[src/rtl/traffic_phase_ctrl.sv]
// Round-robin traffic phase controller: ALL_RED -> GREEN -> YELLOW per phase, with a
// tick prescaler, per-phase pedestrian walk service and emergency preemption.
module traffic_phase_ctrl #(
  parameter int NUM_PHASES   = 4,
  parameter int TICK_DIV     = 10,
  parameter int GREEN_TICKS  = 8,
  parameter int YELLOW_TICKS = 3,
  parameter int ALLRED_TICKS = 2,
  parameter int PED_TICKS    = 5
) (
  input  logic                          clk,
  input  logic                          rstb,
  input  logic                          enable,
  input  logic                          emergency,
  input  logic [NUM_PHASES-1:0]         ped_req,
  output logic [NUM_PHASES-1:0]         green,
  output logic [NUM_PHASES-1:0]         yellow,
  output logic [NUM_PHASES-1:0]         red,
  output logic [NUM_PHASES-1:0]         walk,
  output logic [$clog2(NUM_PHASES)-1:0] phase_idx,
  output logic                          tick
);

  localparam int PIW   = $clog2(NUM_PHASES);
  localparam int PW    = (TICK_DIV > 1) ? $clog2(TICK_DIV) : 1;
  localparam int MAXD0 = (GREEN_TICKS > YELLOW_TICKS) ? GREEN_TICKS : YELLOW_TICKS;
  localparam int MAXD  = (MAXD0 > ALLRED_TICKS) ? MAXD0 : ALLRED_TICKS;
  localparam int TW    = $clog2(MAXD + 1);
  localparam logic [NUM_PHASES-1:0] ONE = {{(NUM_PHASES-1){1'b0}}, 1'b1};

  typedef enum logic [1:0] {S_ALL_RED, S_GREEN, S_YELLOW} state_e;

  state_e                  state_q, state_d;
  logic [PIW-1:0]          phase_q, phase_d;
  logic                    first_q, first_d;
  logic [PW-1:0]           presc_q, presc_d;
  logic [TW-1:0]           tcnt_q, tcnt_d;
  logic [NUM_PHASES-1:0]   ped_pend_q, ped_pend_d;
  logic [NUM_PHASES-1:0]   walk_q, walk_d;
  logic [NUM_PHASES-1:0]   green_q, green_d;
  logic [NUM_PHASES-1:0]   yellow_q, yellow_d;
  logic [NUM_PHASES-1:0]   red_q, red_d;
  logic                    tick_q, tick_d;

  logic                    tick_evt;
  logic                    last_tick;
  logic [TW-1:0]           dur;
  logic [NUM_PHASES-1:0]   sel_d;
  logic [NUM_PHASES-1:0]   ped_any;

  always_comb begin
    state_d   = state_q;
    phase_d   = phase_q;
    first_d   = first_q;
    presc_d   = presc_q;
    tcnt_d    = tcnt_q;
    walk_d    = walk_q;
    ped_any   = ped_pend_q | ped_req;
    ped_pend_d = ped_any;

    case (state_q)
      S_GREEN:  dur = TW'(GREEN_TICKS);
      S_YELLOW: dur = TW'(YELLOW_TICKS);
      default:  dur = TW'(ALLRED_TICKS);
    endcase
    tick_evt  = enable && (presc_q == PW'(TICK_DIV - 1));
    last_tick = tick_evt && (tcnt_q == dur - TW'(1));

    if (enable) begin
      presc_d = tick_evt ? '0 : presc_q + PW'(1);
      if (tick_evt) tcnt_d = tcnt_q + TW'(1);
    end

    case (state_q)
      S_ALL_RED: begin
        // Emergency pins ALL_RED at the start of its interval until released.
        if (emergency) begin
          presc_d = '0;
          tcnt_d  = '0;
        end else if (last_tick) begin
          state_d = S_GREEN;
          if (first_q) first_d = 1'b0;
          else         phase_d = (phase_q == PIW'(NUM_PHASES - 1)) ? '0 : phase_q + PIW'(1);
        end
      end
      S_GREEN: begin
        if (emergency || last_tick) state_d = S_YELLOW;
        else if (tick_evt && (tcnt_q == TW'(PED_TICKS - 1))) walk_d = '0;
      end
      S_YELLOW: begin
        if (last_tick) state_d = S_ALL_RED;
      end
      default: state_d = S_ALL_RED;
    endcase

    sel_d = ONE << phase_d;
    // Every state change restarts timing; green entry serves and clears the walk request.
    if (state_d != state_q) begin
      presc_d = '0;
      tcnt_d  = '0;
      walk_d  = '0;
      if (state_d == S_GREEN) begin
        walk_d     = ped_any & sel_d;
        ped_pend_d = ped_any & ~sel_d;
      end
    end

    green_d  = (state_d == S_GREEN)  ? sel_d : '0;
    yellow_d = (state_d == S_YELLOW) ? sel_d : '0;
    red_d    = ~(green_d | yellow_d);
    tick_d   = (presc_d == PW'(TICK_DIV - 1));
  end

  always_ff @(posedge clk or negedge rstb) begin
    if (!rstb) begin
      state_q    <= S_ALL_RED;
      phase_q    <= '0;
      first_q    <= 1'b1;
      presc_q    <= '0;
      tcnt_q     <= '0;
      ped_pend_q <= '0;
      walk_q     <= '0;
      green_q    <= '0;
      yellow_q   <= '0;
      red_q      <= '1;
      tick_q     <= 1'b0;
    end else begin
      state_q    <= state_d;
      phase_q    <= phase_d;
      first_q    <= first_d;
      presc_q    <= presc_d;
      tcnt_q     <= tcnt_d;
      ped_pend_q <= ped_pend_d;
      walk_q     <= walk_d;
      green_q    <= green_d;
      yellow_q   <= yellow_d;
      red_q      <= red_d;
      tick_q     <= tick_d;
    end
  end

  assign green     = green_q;
  assign yellow    = yellow_q;
  assign red       = red_q;
  assign walk      = walk_q;
  assign phase_idx = phase_q;
  assign tick      = tick_q;

endmodule

[config.mk]
export PLATFORM = sky130hd
export DESIGN_NAME = traffic_phase_ctrl
export DESIGN_NICKNAME = d
export VERILOG_FILES = /design/src/rtl/traffic_phase_ctrl.sv
export SDC_FILE = /design/constraint.sdc
export NUM_CORES = 1
export LEC_CHECK = 0
export ABC_AREA = 0
export BUFFER_PORTS_ARGS = -buffer_cell sky130_fd_sc_hd__buf_2
export CORE_MARGIN = 2
export CORE_UTILIZATION = 56
export CTS_CLUSTER_SIZE = 16
export DETAILED_ROUTE_END_ITERATION = 7
export GPL_TIMING_DRIVEN = 0
export PLACE_DENSITY = 0.82
export SYNTH_ARGS = -nofsm -noshare
export SYNTH_HDL_FRONTEND = slang
export SYNTH_SLANG_ARGS = --single-unit
[constraint.sdc]
create_clock -name clk -period 3.6 [get_ports clk]
set_input_delay 0.36 -clock clk [delete_from_list [all_inputs] [get_ports clk]]
set_output_delay 0.36 -clock clk [all_outputs]
set_load 0.05 [all_outputs]
==> results by group, run 1 <==
Critical path
  • Worst reg2reg endpoint: walk[1]$_DFFE_PN0P_
  • Worst EP arrival: 3.32 ns
  • CP Launch Point: state_q[1]$_DFF_PN0_
  • Worst setup endpoint: walk[1]$_DFFE_PN0P_
  • Maximum fanout along the worst path: 10
  • Worst r2r src: state_q[1]$_DFF_PN0_
  • Worst EP required: 3.83 ns
  • R2R setup slack: roughly 0.52 ns
  • Crit. End Element: register
  • Worst R2R Path Depth: 9
  • Setup CP Type: reg2reg
  • Critical path startpoint category: register

Yosys
  • Syn_nets: 187
  • Multiplexer area fraction after synthesis: 0%
  • Post-Synth XOR/XNOR Area: 6.68%
  • Netlist cell types: 43
  • EDFF count, synth: 0
  • Leading cell type by number of instances after synthesis: dfrtp_1
  • #FFs+latches synth: 34
  • Simple logic cell fraction of the synthesized area: 19.1%
  • Yosys Warn Count: 0
  • Adder-Cell Fraction of Synth Area: 6.20%
  • Yosys top cell area share: 39.9%
  • Gate Count Post-Synth: 170
  • Largest family of logic cells by synthesized area: simple AND/OR/NAND/NOR gates
  • Synth top cells by count: dfrtp_1 (29), nor2_1 (18), nand2_1 (13)
  • Synthesized area: about 0.0018 mm²
  • Synth Area in Compound Gates: between 10% and 20%
  • Syn_area_per_cell: 10.7 µm²
  • Seq/Total Area, Yosys: 47.2%
  • Most area-consuming cells after synthesis: dfrtp_1 (40%), dfstp_2 (7.2%), ha_1 (6.2%), nor2_1 (3.7%), xnor2_1 (3.4%)
  • Main synth FF type: dfrtp_1
  • Async set-reset flop share out of synthesis: 100%
  • Area leader, netlist: dfrtp_1

Floorplan
  • Die width: about 61 µm
  • Die ar.: ~0.0037 mm²
  • Die Y: 61.0 µm
  • Initial Utilization: 59.0%
  • Core ar.: 0.00308 mm²
  • IO Count: 27
  • Std cell rows: 20

GRT
  • Total track usage: 20.7%
  • First-pass GRT wire length: around 5.6 mm
  • Total gr overflow: 0
  • Met1 usage: 24.3%
  • Number of global-route vias before repair: 1276
  • Global routing's busiest layer: met2
  • Largest net degree at the start of global routing: 35
  • Routing usage on met3: 5.54%
  • Met2 Usage GRT: 36.7%
  • Antenna violations before repair: 0

Outcome
  • Status: complete, no violations

Drt
  • Initial DRC Count: 60
  • Final wirelength: 3.56 mm
  • Antenna viol nets, final: 0
  • Post-DR vias/cell: about 5.6
  • 1st-pass router iterations: 4
  • Via count: 1378
  • Drt drc: 0
  • DR WL/cell: 14.5 µm

Clock network
  • CTS Buf Count: 5
  • Clock-pin slew on the worst setup and hold paths: 0.11 ns
  • CTS H-Tree Depth: 2
  • CTS tree: done
  • Post-CTS Hold Fix Bufs: 0
  • Clock latency at the later pin of the worst-skew pair: 0.33 ns
  • Post-CTS setup buffer count: 0
  • Clock Tree Buf Depth: 2
  • CTS resizes: 0
  • CTS Sinks: 34
  • Root Buffer Master: clkbuf_4

STA
  • RSZ-0062 raised after global routing: false
  • # setup viols final: 0
  • Rel. slew slack: between 50% and 60%
  • Setup skew after layout: roughly 0.011 ns
  • Final slew viol count: 0
  • Fin crit share: 85.6%
  • Time the worst path needs with I/O delays and setup: 3.08 ns
  • Worst hold margin: 0.0638 ns
  • Worst Tran Pin Value: a little over 0.7 ns
  • Setup TNS: 0 ns
  • Final Hold Vio Count: 0
  • Max Fclk: around 320 MHz

Layout
  • Layout cells sized above 1: 25.2%
  • Nets: between 200 and 250
  • Area Growth Syn to Fin: 14.3%
  • # fillers: 252
  • Reg area: between 800 and 900 µm²
  • # diodes: 0
  • Post-Layout Inst Area: 0.00208 mm²
  • Layout Utilization: between 60% and 70%
  • Area of the multi-input gates: 877 µm²

Min path
  • Hold Crit Class: in2async

Run
  • Max Cap Viol: 0

Power and ir drop
  • Power, Total: 0.000705 W
  • PwrDens: between 300 and 400 mW/mm²
  • IR drop worst, VDD: 0.386 mV
  • Pleak: 0.940 nW

Place
  • Placer Congestion: 0.883
  • I/O Buffers: 24
  • Post-DP HPWL: 2.62 mm
  • Dpl cell area: around 0.002 mm²
registers in the layout (all words and copies together), names as in the netlist:
name and count:
walk 4, red 4, green 4, first_q 1, ped_pend_q 4, tick 1
phase_idx 2, presc_q 4, yellow 4, state_q 2, tcnt_q 4
worst max-delay path: stages, from the launching register on:
cell and delay, ns:
dfrtp_1 0.49, inv_1 0.16, ha_1 0.33, nand2_1 0.10, xnor2_1 0.49, a211oi_1 0.14
a311oi_1 0.50, clkbuf_1 0.47, nand3_1 0.22, o41ai_4 0.08
logic make-up after synthesis:
kind of cell	Yosys count
xor gates and xnor gates	13
AOI/OAI and AO/OA	36
DFF	34
adders and majority gates	9
buffers and inverters	15
and+or+nand+nor	63
where the power goes:
part,total [W],switching (W),internal (W)
registers,0.000389,0.00000498,0.000384
clock network,0.000286,0.000120,0.000166
logic,0.0000301,0.0000195,0.0000106
total,0.000705,0.000144,0.000561
worst min-delay path by stage:
| stage | endpoint | slack (ns) | depth (start not counted) |
|---|---|---|---|
| floorplan | green[0]$_DFF_PN0_ | 0.06 | 0 |
| global placement | state_q[0]$_DFF_PN0_ | 0.44 | 1 |
| detailed placement | phase_idx[1]$_DFF_PN0_ | 0.45 | 1 |
| CTS | phase_idx[1]$_DFF_PN0_ | 0.08 | 1 |
| global route | phase_idx[0]$_DFF_PN0_ | 0.1 | 1 |
| finish | phase_idx[1]$_DFF_PN0_ | 0.06 | 1 |
layout by cell type, fill, tap and decap left out, drive strengths merged, types with 6 or more instances in the layout:
cell and count:
ha 9, xnor2 7, dfrtp 29, buf 28, nand2 13, inv 6
xor2 6, nor3 9, clkbuf 12, nor2 18
metal layers:
metal	up-vias	wire length [µm]
met2	39	1890
met5	-	0
li1	660	-
met3	4	168
met4	0	38
met1	675	1460
metrics by stage:
stage,setup slack (ns),std cells
2_1_floorplan,1.01,170
3_3_place_gp,0.705,238
3_5_place_dp,0.543,238
4_1_cts,0.505,246
5_1_grt,0.176,246
6_report,0.518,246
final cells by class:
cell class,instances,share of cell area (%)
Timing Repair Buffer,24,5.78
Buffer,9,2.89
Clock buffer,7,2.65
Sequential cell,34,41.3
Clock inverter,1,1.45
Multi-Input combinational cell,121,42.2
Tap cell,44,2.65
Inverter,6,1.08
Power figures use the tool's default switching activity.
==> run 2: changes to the inputs <==
--- a/config.mk
+++ b/config.mk
@@ -11,8 +11,7 @@
 export CORE_UTILIZATION = 56
 export CTS_CLUSTER_SIZE = 16
 export DETAILED_ROUTE_END_ITERATION = 7
-export GPL_TIMING_DRIVEN = 0
-export PLACE_DENSITY = 0.82
+export PLACE_DENSITY = 0.9
 export SYNTH_ARGS = -nofsm -noshare
 export SYNTH_HDL_FRONTEND = slang
 export SYNTH_SLANG_ARGS = --single-unit
==> run 2 against run 1 <==
  * Cell count is 2.4% lower
  * Combinational power hardly changed
  * First-iteration DRC count is 25% lower
  * Global-route usage is 1.9 points lower
  * Worst hold slack better by 0.0073 ns
  * Maximum frequency is 11% higher
==> results by group, run 2 (synthesis results as in run 1) <==
Outcome
  • Status: complete, no violations (unchanged)

Drt
  • Antenna viol nets, final: 0 (unchanged)
  • Drt drc: 0 (unchanged)
  • Via count: 1314 (was 1378)
  • DR WL/cell: 13.4 µm (was 14.5 µm)
  • Final wirelength: 3.21 mm (was 3.56 mm)
  • Post-DR vias/cell: 5.48 (was 5.60)
  • 1st-pass router iterations: 4 (unchanged)
  • Initial DRC Count: 45 (was 60)

Clock network
  • CTS Buf Count: 5 (unchanged)
  • Post-CTS setup buffer count: 0 (unchanged)
  • Clock Tree Buf Depth: 2 (unchanged)
  • CTS H-Tree Depth: 2 (unchanged)
  • Clock-pin slew on the worst setup and hold paths: 0.11 ns (about the same)
  • CTS resizes: 0 (unchanged)
  • Clock latency at the later pin of the worst-skew pair: 0.33 ns (about the same)
  • Root Buffer Master: clkbuf_4 (unchanged)
  • Post-CTS Hold Fix Bufs: 0 (unchanged)
  • CTS Sinks: 34 (unchanged)
  • CTS tree: done (unchanged)

STA
  • Setup TNS: 0 ns (unchanged)
  • Time the worst path needs with I/O delays and setup: 2.79 ns (was 3.08 ns)
  • Final slew viol count: 0 (unchanged)
  • Worst Tran Pin Value: 0.723 ns (was 0.715 ns)
  • Setup skew after layout: 0.00810 ns (was 0.0111 ns)
  • RSZ-0062 raised after global routing: false (unchanged)
  • Max Fclk: 359 MHz (was 324 MHz)
  • Rel. slew slack: 51.8% (was 52.3%)
  • Fin crit share: 77.4% (was 85.6%)
  • # setup viols final: 0 (unchanged)
  • Final WS setup: 0.814 ns (was 0.518 ns)
  • Final Hold Vio Count: 0 (unchanged)

Layout
  • # diodes: 0 (unchanged)
  • Area Growth Syn to Fin: 11.2% (was 14.3%)
  • Commonest non-fill, non-tap cell in the layout: dfrtp_1 (unchanged)
  • Post-Layout Inst Area: 0.00202 mm² (was 0.00208 mm²)
  • Nets: 212 (was 218)
  • Layout cells sized above 1: 26.5% (was 25.2%)
  • Most frequent cells in the layout: dfrtp_1 (29), buf_2 (26), nor2_1 (18) (was dfrtp_1 (29), buf_2 (24), nor2_1 (18))
  • Fin cells: 240 (was 246)

Floorplan
  • Core ar.: 0.00308 mm² (unchanged)
  • Die ar.: 0.00372 mm² (unchanged)
  • Die Y: 61.0 µm (unchanged)
  • IO Count: 27 (unchanged)
  • Std cell rows: 20 (unchanged)
  • Initial Utilization: 59.0% (unchanged)
  • Die width: 61.0 µm (unchanged)

Place
  • Setup WS pre-CTS: 0.866 ns (was 0.543 ns)
  • Dpl cell area: 0.00196 mm² (was 0.00199 mm²)
  • Placer Congestion: 0.800 (was 0.883)
  • Post-DP HPWL: 2.30 mm (was 2.62 mm)
  • Placed cell count: 232 (was 238)
  • I/O Buffers: 26 (was 24)

Power and ir drop
  • Pleak: 0.913 nW (was 0.940 nW)
  • PwrDens: 318 mW/mm² (was 339 mW/mm²)
  • Power, Total: 0.000643 W (was 0.000705 W)
  • IR drop worst, VDD: 0.203 mV (was 0.386 mV)

Critical path
  • R2R setup slack: 0.81 ns (was 0.52 ns)
  • Crit. End Element: register (unchanged)
  • Worst reg2reg endpoint: walk[3]$_DFFE_PN0P_ (was walk[1]$_DFFE_PN0P_)
  • Critical path startpoint category: register (unchanged)
  • Worst r2r src: state_q[1]$_DFF_PN0_ (unchanged)
  • Worst EP arrival: 3.01 ns (was 3.32 ns)
  • Maximum fanout along the worst path: 16 (was 10)
  • Worst EP required: 3.82 ns (was 3.83 ns)
  • Worst R2R Path Depth: 8 (was 9)
  • Setup CP Type: reg2reg (unchanged)

GRT
  • Number of global-route vias before repair: 1159 (was 1276)
  • Total gr overflow: 0 (unchanged)
  • Largest net degree at the start of global routing: 35 (unchanged)
  • Antenna violations before repair: 0 (unchanged)
  • Total track usage: 18.8% (was 20.7%)
  • First-pass GRT wire length: 5.15 mm (was 5.59 mm)

Min path
  • Hold Crit Class: in2async (unchanged)

Run
  • Max Cap Viol: 0 (unchanged)
run 2: cell count changes in the layout (fill, tap and decap cells not counted):
cell        previous run  this run
a311oi_1               1         0
buf_2                 24        26
a311oi_2               0         1
clkinvlp_4             0         1
clkbuf_1               6         0
bufinv_16              1         0
clkinv_2               0         1
buf_6                  3         0
run 2: routing by layer:
layer,part of all wire (%),global-route usage (%),vias up,routed length (µm)
met1,45,24.0,629,1460
met5,0,0,-,0
met2,49,30.3,30,1570
met4,1.4,6.21,0,45
met3,4.3,5.97,5,139
li1,-,-,650,-
run 2: area by class of cell:
type | count | area, µm²
inverter | 6 | 22.5
tap | 44 | 55.1
timing repair buffer | 27 | 138
clock buffer | 6 | 51.3
fill | 241 | 1060
clock inverter | 2 | 12.5
sequential | 34 | 857
multi-input combinational | 121 | 883
run 2: worst max-delay path by stage:
stage | startpoint | to | slack (ns) | cells after the start
after floorplan | state_q[1]$_DFF_PN0_ | walk[1]$_DFFE_PN0P_ | 1.01 | 10
after global placement | state_q[0]$_DFF_PN0_ | walk[3]$_DFFE_PN0P_ | 0.95 | 8
after detailed placement | state_q[1]$_DFF_PN0_ | walk[3]$_DFFE_PN0P_ | 0.87 | 8
after CTS | state_q[1]$_DFF_PN0_ | walk[3]$_DFFE_PN0P_ | 0.82 | 8
after global routing | state_q[0]$_DFF_PN0_ | walk[3]$_DFFE_PN0P_ | 0.65 | 8
final | state_q[1]$_DFF_PN0_ | walk[3]$_DFFE_PN0P_ | 0.81 | 8
run 2: worst max-delay path, cell delays in order, from the launching register on:
cell and delay (ns):
dfrtp_1 0.52, inv_1 0.14, ha_1 0.30, xnor2_1 0.26, nand4_4 0.22, or4_1 0.46, o211a_2 0.16, nand2b_4 0.23
o41ai_1 0.38
run 2: through the flow:
stage	hold slack [ns]	util, %
floorplan	0.0644	-
global placement	0.443	63.5
detailed placement	0.451	63.5
CTS	0.0861	65.6
global route	0.114	65.6
finish	0.0711	65.6
run 2: power breakdown:
| group | switching, W | internal, W | leakage (nW) |
|---|---|---|---|
| Combinational | 0.0000199 | 0.0000103 | 0.444 |
| Clock | 0.000130 | 0.0000939 | 0.0343 |
| Sequential | 0.00000434 | 0.000384 | 0.435 |
